==> src/rtl/instr_sequencer.sv <==
// Instruction sequencer: owns the PC, fetches from a synchronous ROM, issues
// each word to the datapath with a one-cycle Run pulse and waits for Done.
//
// state | meaning
// ------+-------------------------------------------------------------
// IDLE  | stopped, PC retained; Start (without Stop) resumes at PC
// FETCH | ROM address held stable until ROMData is valid, then captured
// ISSUE | Run pulse, watchdog loaded
// WAIT  | waiting for Done; PC and InstrCount advance on Done
// NEXT  | new PC on ROMAddr; honour a pending stop request
// HALT  | halt word fetched; only Start leaves (restart from PC 0)
// FAULT | watchdog expired; only Start leaves (restart from PC 0)
module instr_sequencer #(
  parameter int                ADDR_W    = 16,
  parameter int                DATA_W    = 16,
  parameter int                ROM_LAT   = 1,
  parameter logic [DATA_W-1:0] HALT_WORD = 16'hFFFF,
  parameter int                TIMEOUT   = 255
) (
  input  logic              PClock,
  input  logic              Resetn,
  input  logic              Start,
  input  logic              Stop,
  input  logic [DATA_W-1:0] ROMData,
  input  logic              Done,
  input  logic              PCLoad,
  input  logic [ADDR_W-1:0] PCTarget,
  output logic [ADDR_W-1:0] ROMAddr,
  output logic [DATA_W-1:0] DIN,
  output logic              Run,
  output logic              Busy,
  output logic              Halted,
  output logic              Timeout,
  output logic [15:0]       InstrCount
);

  localparam int WD_W = (TIMEOUT < 2) ? 1 : $clog2(TIMEOUT + 1);
  // Down-counter reload values. A restart from HALT/FAULT clears the PC on the
  // same edge that enters FETCH, so the ROM sees the new address one cycle
  // later than on a normal fetch and needs one extra FETCH cycle.
  localparam logic [2:0]      LAT_FETCH   = 3'(ROM_LAT - 1);
  localparam logic [2:0]      LAT_RESTART = 3'(ROM_LAT);
  localparam logic [WD_W-1:0] WD_LOAD     = WD_W'(TIMEOUT - 1);

  typedef enum logic [2:0] {
    S_IDLE, S_FETCH, S_ISSUE, S_WAIT, S_NEXT, S_HALT, S_FAULT
  } state_t;

  state_t            state_q, state_d;
  logic [ADDR_W-1:0] pc_q, pc_d;
  logic [DATA_W-1:0] din_q, din_d;
  logic [15:0]       count_q, count_d;
  logic              stop_q, stop_d;
  logic [2:0]        lat_q, lat_d;
  logic [WD_W-1:0]   wd_q, wd_d;
  logic              busy;

  assign busy = (state_q == S_FETCH) || (state_q == S_ISSUE) ||
                (state_q == S_WAIT)  || (state_q == S_NEXT);

  // State and datapath registers; reset clears everything immediately.
  always_ff @(posedge PClock or negedge Resetn) begin
    if (!Resetn) begin
      state_q <= S_IDLE;
      pc_q    <= '0;
      din_q   <= '0;
      count_q <= '0;
      stop_q  <= 1'b0;
      lat_q   <= '0;
      wd_q    <= '0;
    end else begin
      state_q <= state_d;
      pc_q    <= pc_d;
      din_q   <= din_d;
      count_q <= count_d;
      stop_q  <= stop_d;
      lat_q   <= lat_d;
      wd_q    <= wd_d;
    end
  end

  // Next-state and datapath update decode.
  always_comb begin
    state_d = state_q;
    pc_d    = pc_q;
    din_d   = din_q;
    count_d = count_q;
    stop_d  = stop_q;
    lat_d   = lat_q;
    wd_d    = wd_q;
    if (busy && Stop) stop_d = 1'b1;
    unique case (state_q)
      S_IDLE: begin
        if (Start && !Stop) begin
          state_d = S_FETCH;
          lat_d   = LAT_FETCH;
        end
      end
      S_FETCH: begin
        if (lat_q == '0) begin
          din_d   = ROMData;
          state_d = (ROMData == HALT_WORD) ? S_HALT : S_ISSUE;
        end else begin
          lat_d = lat_q - 3'd1;
        end
      end
      S_ISSUE: begin
        wd_d    = WD_LOAD;
        state_d = S_WAIT;
      end
      S_WAIT: begin
        if (Done) begin
          pc_d    = PCLoad ? PCTarget : pc_q + ADDR_W'(1);
          count_d = (count_q == 16'hFFFF) ? count_q : count_q + 16'd1;
          state_d = S_NEXT;
        end else if (wd_q == '0) begin
          state_d = S_FAULT;
        end else begin
          wd_d = wd_q - WD_W'(1);
        end
      end
      S_NEXT: begin
        // A Stop arriving in this very cycle is honoured as well.
        if (stop_q || Stop) begin
          stop_d  = 1'b0;
          state_d = S_IDLE;
        end else begin
          state_d = S_FETCH;
          lat_d   = LAT_FETCH;
        end
      end
      S_HALT, S_FAULT: begin
        if (Start) begin
          pc_d    = '0;
          count_d = '0;
          stop_d  = 1'b0;
          wd_d    = '0;
          lat_d   = LAT_RESTART;
          state_d = S_FETCH;
        end
      end
      default: state_d = S_IDLE;
    endcase
  end

  assign ROMAddr    = pc_q;
  assign DIN        = din_q;
  assign InstrCount = count_q;
  assign Run        = (state_q == S_ISSUE);
  assign Busy       = busy;
  assign Halted     = (state_q == S_HALT);
  assign Timeout    = (state_q == S_FAULT);

endmodule

==> config.mk <==
export PLATFORM = sky130hd
export DESIGN_NAME = instr_sequencer
export DESIGN_NICKNAME = d
export VERILOG_FILES = /design/src/rtl/instr_sequencer.sv
export SDC_FILE = /design/constraint.sdc
export NUM_CORES = 1
export LEC_CHECK = 0
export ABC_AREA = 1
export CAP_MARGIN = 15
export CORE_AREA = 4 4 101 84
export CTS_CLUSTER_SIZE = 12
export DETAILED_ROUTE_END_ITERATION = 8
export DIE_AREA = 0 0 105 88
export PLACE_DENSITY = 0.88
export SLEW_MARGIN = 20
export SYNTH_ARGS = -nofsm -noshare
export SYNTH_HDL_FRONTEND = slang
export SYNTH_SLANG_ARGS = --single-unit
==> constraint.sdc <==
create_clock -name PClock -period 3.4 [get_ports PClock]
set_clock_uncertainty 0.05 [all_clocks]
set_input_delay 0.34 -clock PClock [delete_from_list [all_inputs] [get_ports PClock]]
set_output_delay 0.34 -clock PClock [all_outputs]
set_load 0.01 [all_outputs]
### Yosys cells after proc, flatten, opt, wreduce, memory -nomap -nowiden

Index checks and enable logic that the tools add are counted.

* register bits after elaboration: 63
* input port bits: 38
* output and inout bits: 52
* logic and storage cells: 76

* $add $sub $neg: 4
* eq/ne operators: 18
* muxes and demuxes: 27
* reductions and logical operators: 20

Operator list (number)
* two-way mux 16 bit: 5
* one-hot mux 16 bit (2 select lines): 2
* adder 16 x 1 -> 16 bit, second input constant: 2
* equality test 16 bit, second input constant: 2
* two-way mux 3 bit: 9
* two-way mux 8 bit: 3
* one-hot mux 8 bit (3 select lines): 1
* one-hot mux 3 bit (6 select lines): 1
* inequality test 2 bit, second input constant: 8
* one-hot mux 3 bit (4 select lines): 1
* AND reduction 4 bit: 3
* equality test 3 bit, second input constant: 3
* zero test 8 bit: 1
* subtractor 8 x 1 -> 8 bit, second input constant: 1
* equality test 3 x 2 -> 1 bit, second input constant: 2
* zero test 3 bit: 2
* AND reduction 5 bit: 1
* logical OR 1 bit: 4
* two-way mux 1 bit: 4
* nonzero test 4 bit: 1
* equality test 3 x 1 -> 1 bit, second input constant: 1
* inequality test 3 x 2 -> 1 bit, second input constant: 1
* AND reduction 3 bit: 1
* nonzero test 3 bit: 1
* 8 further kinds: 9

### Logic depth before layout (Yosys ltp)

* depth after elaboration: 8
* depth in mapped cells: 11
* mapped depth without buffers: 10

### Worst setup path before layout

OpenSTA, ideal clock, no wires.

* path kind: flip-flop to flip-flop
* start point: reg count_q[0] (netlist: InstrCount[0])
* end point: reg count_q[12] (netlist: InstrCount[12])
* setup time: 74 ps
* arrival: 1537 ps
* required time: 3276 ps
* setup slack: 1739 ps
* cell stages (with the launch flop): 11
* buffers on the path: 1
* clock period less this slack: 1661 ps
* path through: dfrtp_1 ha_1 inv_1 nor2_4 nand2_1 inv_1 nand3_1 nand2_4 buf_8 nand2_1 o21ai_2

* word-level cells in the longest chain between the ends: 4
* elaborated cells on any way between the ends: 7
* those cells by class: 1 x add/sub; 2 x eq/ne; 3 x mux; 1 x reduce/logical

Ends and longest elaborated chain
* start: declaration: line 52 `logic [15:0] count_q, count_d;`
* start signal: assignment: line 75 `count_q <= count_d;`
* adder 16 x 1 -> 16 bit: line 114 `count_d = (count_q == 16'hFFFF) ? count_q : count_q + 16'd1;`
* two-way mux 16 bit: line 114
* two-way mux 16 bit: line 112 `if (Done) begin`
* one-hot mux 16 bit (2 select lines): line 92 `unique case (state_q)`

Several ways; a longest one is shown, not always the timed one. The select of a mux whose other input is x is not followed.
A chain may end at the register's enable or synchronous reset.

### Worst setup path in the final report

* start point: reg state_q[1]
* end point: out Busy

* word-level cells in the longest chain between the ends: 4
* elaborated cells on any way between the ends: 7
* those cells by class: 4 x eq/ne; 3 x reduce/logical

Ends and longest elaborated chain
* start: declaration: line 49 `state_t state_q, state_d;`
* start signal: assignment: line 72 `state_q <= state_d;`
* equality test 3 x 1 -> 1 bit or equality test 3 x 2 -> 1 bit (tied branches): line 58 `assign busy = (state_q == S_FETCH) || (state_q == S_ISSUE) ||`
* logical OR 1 bit (2 in series): line 58
* logical OR 1 bit (*): line 59 `(state_q == S_WAIT) || (state_q == S_NEXT);`
* end: declaration: line 31 `output logic Busy,`

Mark *: on every way between the ends. The rest lies on a longest branch, timed or not.

==> results.py <==
metrics = {
    "global_routing": {
        "antenna_found_initial": 0,
        "overflow": 0,
        "grt_max_degree": 38,
        "grtUsageTotal": 0.239,
        "grt_pass1_wl_mm": 17.9,
        "grt_pass1_vias": 3849,
    },
    "job": {
        "max_cap_viol_count": 0,
    },
    "cts": {
        "cts_tree": "built",
        "insertion_delay_ns": 0.35,
        "root_buffer": "clkbuf_8",
        "cts_buffer_depth": 2,
        "htreeDepth": 3,
        "cts_inserted_buffers": 9,
        "clock_sinks": 63,
        "path_clk_slew_ns": 0.07,
        "cts_hold_buf": 0,
        "postCtsSetupBuffers": 0,
        "cts_resized": 0,
    },
    "synthesis": {
        "yosysTopAreaCellShare": 0.394,
        "yosysMostFrequentCell": "nand2_1",
        "ys_top_cells_by_area": "dfrtp_1, nand2_1, nor2_1, nand3_1, inv_1",
        "synth_commonest_cells": "nand2_1, nor2_1, dfrtp_1",
        "synth_seq_cells": 63,
        "syn_avg_cell_area_sq_um": 7.29,
        "syn_nets": 592,
        "ys_warn_count": 0,
        "ys.flop_type": "dfrtp_1",
        "syn_area_sq_mm": 0.00400,
        "synth_cell_types": 32,
        "syn_inst": 549,
        "async_reset_ff_frac": 1.00,
        "synth_edf_count": 0,
        "synth_top_area_cell": "dfrtp_1",
        "synth.yosys.seq_area_share": 0.394,
    },
    "drt": {
        "met1_length_mm": 4.48,
        "drtIter0Drc": 321,
        "drc": 0,
        "via_per_inst": 5.42,
        "firstDrtPassIters": 5,
        "wl_met3_microns": 772,
        "route.met2.wl_mm": 5.03,
        "finalWirelength_mm": 10.5,
        "route.detailed.wl_per_inst_microns": 14.2,
        "ant_nets": 0,
        "via_count": 3975,
        "maxUsedRoutingLayer": "met4",
    },
    "pwr": {
        "total_power_mw": 4.05,
        "power_density_mw_per_mm2": 780,
        "peakVddDrop_mv": 0.516,
        "p_leak_nw": 2.42,
    },
    "floorplan": {
        "dieArea_sq_mm": 0.00924,
        "start_util": 0.544,
        "rows": 28,
        "die_y_microns": 88,
        "core_area_sq_mm": 0.00736,
        "io_pins": 90,
        "die_x_microns": 105,
    },
    "sta": {
        "setup_viol": 0,
        "tns_ns": 0,
        "fin_crit_sh": 0.728,
        "slew_violations": 0,
        "hold_viol": 0,
        "hold-worst-slack_ns": 0.0380,
        "slew_headroom": 0.442,
        "rsz0062_at_grt": "false",
        "worstMarginPinSlew_ns": 0.836,
        "setup_ws_ns": 0.926,
        "fmax_mhz": 404,
        "layout_min_cycle_time_ns": 2.47,
    },
    "setup_path": {
        "critPathArrivalTime_ns": 2.08,
        "worst_setup_path_start_kind": "flop",
        "startpoint": "state_q[1]",
        "crit_path_end_kind": "output port",
        "path_delay_family": "flip-flops",
        "crit_type": "reg -> out",
        "crit_slowest_cell": "dfrtp_1",
        "path_cells": "inv_1 > nand2_1 > nor2_1 > nand3b_1 > clkdlybuf4s50_1",
        "slowest_delay_ns": 0.70,
        "cp.required_ns": 3.01,
        "cp_max_fo": 9,
        "worst-path-buf-inv": 2,
        "reg2reg_from": "state_q[1]",
    },
    "worst_hold_path": {
        "hp-class": "in -> async",
    },
    "placed_design": {
        "gp_congestion": 0.902,
        "placed_area_sq_mm": 0.00493,
        "dpl.hpwl_mm": 7.65,
        "portBuffers": 89,
        "dpl_worst_slack_ns": 1.17,
        "dp.cells": 718,
    },
    "cells_and_area": {
        "layout-drive-gt1-share": 0.0792,
        "final_area_sq_mm": 0.00520,
        "utilization": 0.706,
        "area_growth_pct": 29.9,
        "fin_nets": 682,
        "antenna_cells": 0,
        "layoutNonFillerInstCount": 734,
    },
    "outcome": {
        "outcome": "finished, final reports clean",
    },
}
[state kept, by name (all words and copies together), names as in the netlist]
signal and count:
lat_q 3, wd_q 8, DIN 16, state_q 3, stop_q 1, InstrCount 16, ROMAddr 16
[final cells by class]
type / count / area (sq um)
timing repair buffer: 90 / 893
clock inverter: 7 / 145
inverter: 53 / 199
sequential: 63 / 1580
tap: 90 / 113
multi-input combinational: 422 / 2150
clock buffer: 9 / 124
fill: 591 / 2160
[layer usage]
| metal | vias up | GRT usage |
|---|---|---|
| li1 | 1947 | - |
| met2 | 160 | 0.410 |
| met3 | 17 | 0.0590 |
| met5 | - | 0 |
| met4 | 0 | 0.0763 |
| met1 | 1851 | 0.302 |
[power by group]
part           switching [mW]  leakage [nW]  internal (mW)
Sequential              0.321         0.804           1.02
Clock                   0.316         0.130          0.563
Combinational            1.00          1.49          0.831
[cell families after synthesis]
kind of cell             synth area share
adder cells (fa/ha/maj)            0.0156
AND/OR/NAND/NOR                     0.373
AO/OA/AOI/OAI                      0.0757
XOR/XNOR                           0.0328
flip-flops                          0.394
buffers and inverters              0.0697
multiplexers                       0.0388
[path summary, 6_finish.rpt]
kind                                 endpoint  slack (ns)  depth (start not counted)
max in group asynchronous       InstrCount[0]        2.38                          2
worst max register to register     ROMAddr[1]        1.16                          7
worst min register to register        DIN[11]        0.44                          2
worst min-delay path                  wd_q[2]        0.04                          1
min in group PClock                   DIN[11]        0.44                          2
worst max-delay path                     Busy        0.93                          5
[placed cells by master (no fill, tap or decap)]
cell | netlist | layout
o21ai_2 | 6 | 6
nand3b_1 | 3 | 3
mux2_2 | 10 | 10
o22ai_1 | 3 | 3
bufinv_16 | 0 | 4
ha_1 | 5 | 5
nor2_4 | 3 | 3
clkinvlp_4 | 0 | 1
nand2_2 | 1 | 1
nand3_1 | 40 | 40
clkbuf_8 | 0 | 9
nor3_1 | 7 | 7
o21ai_1 | 3 | 3
xnor2_1 | 6 | 6
buf_2 | 4 | 1
buf_4 | 0 | 1
nand3_4 | 1 | 1
nor2_8 | 3 | 3
clkinv_4 | 0 | 2
nand2_4 | 5 | 5
inv_1 | 50 | 50
dfrtp_1 | 63 | 63
a21oi_2 | 1 | 1
a21oi_1 | 3 | 3
nor2_1 | 76 | 76
mux2i_1 | 2 | 2
inv_2 | 3 | 3
clkdlybuf4s50_1 | 0 | 88
o21bai_1 | 5 | 5
nand4_1 | 14 | 14
and2_1 | 1 | 1
nand2_1 | 182 | 182
xor2_1 | 9 | 9
o21ai_0 | 31 | 31
mux2_1 | 2 | 2
Note: power is estimated with default switching activity, not from simulation.
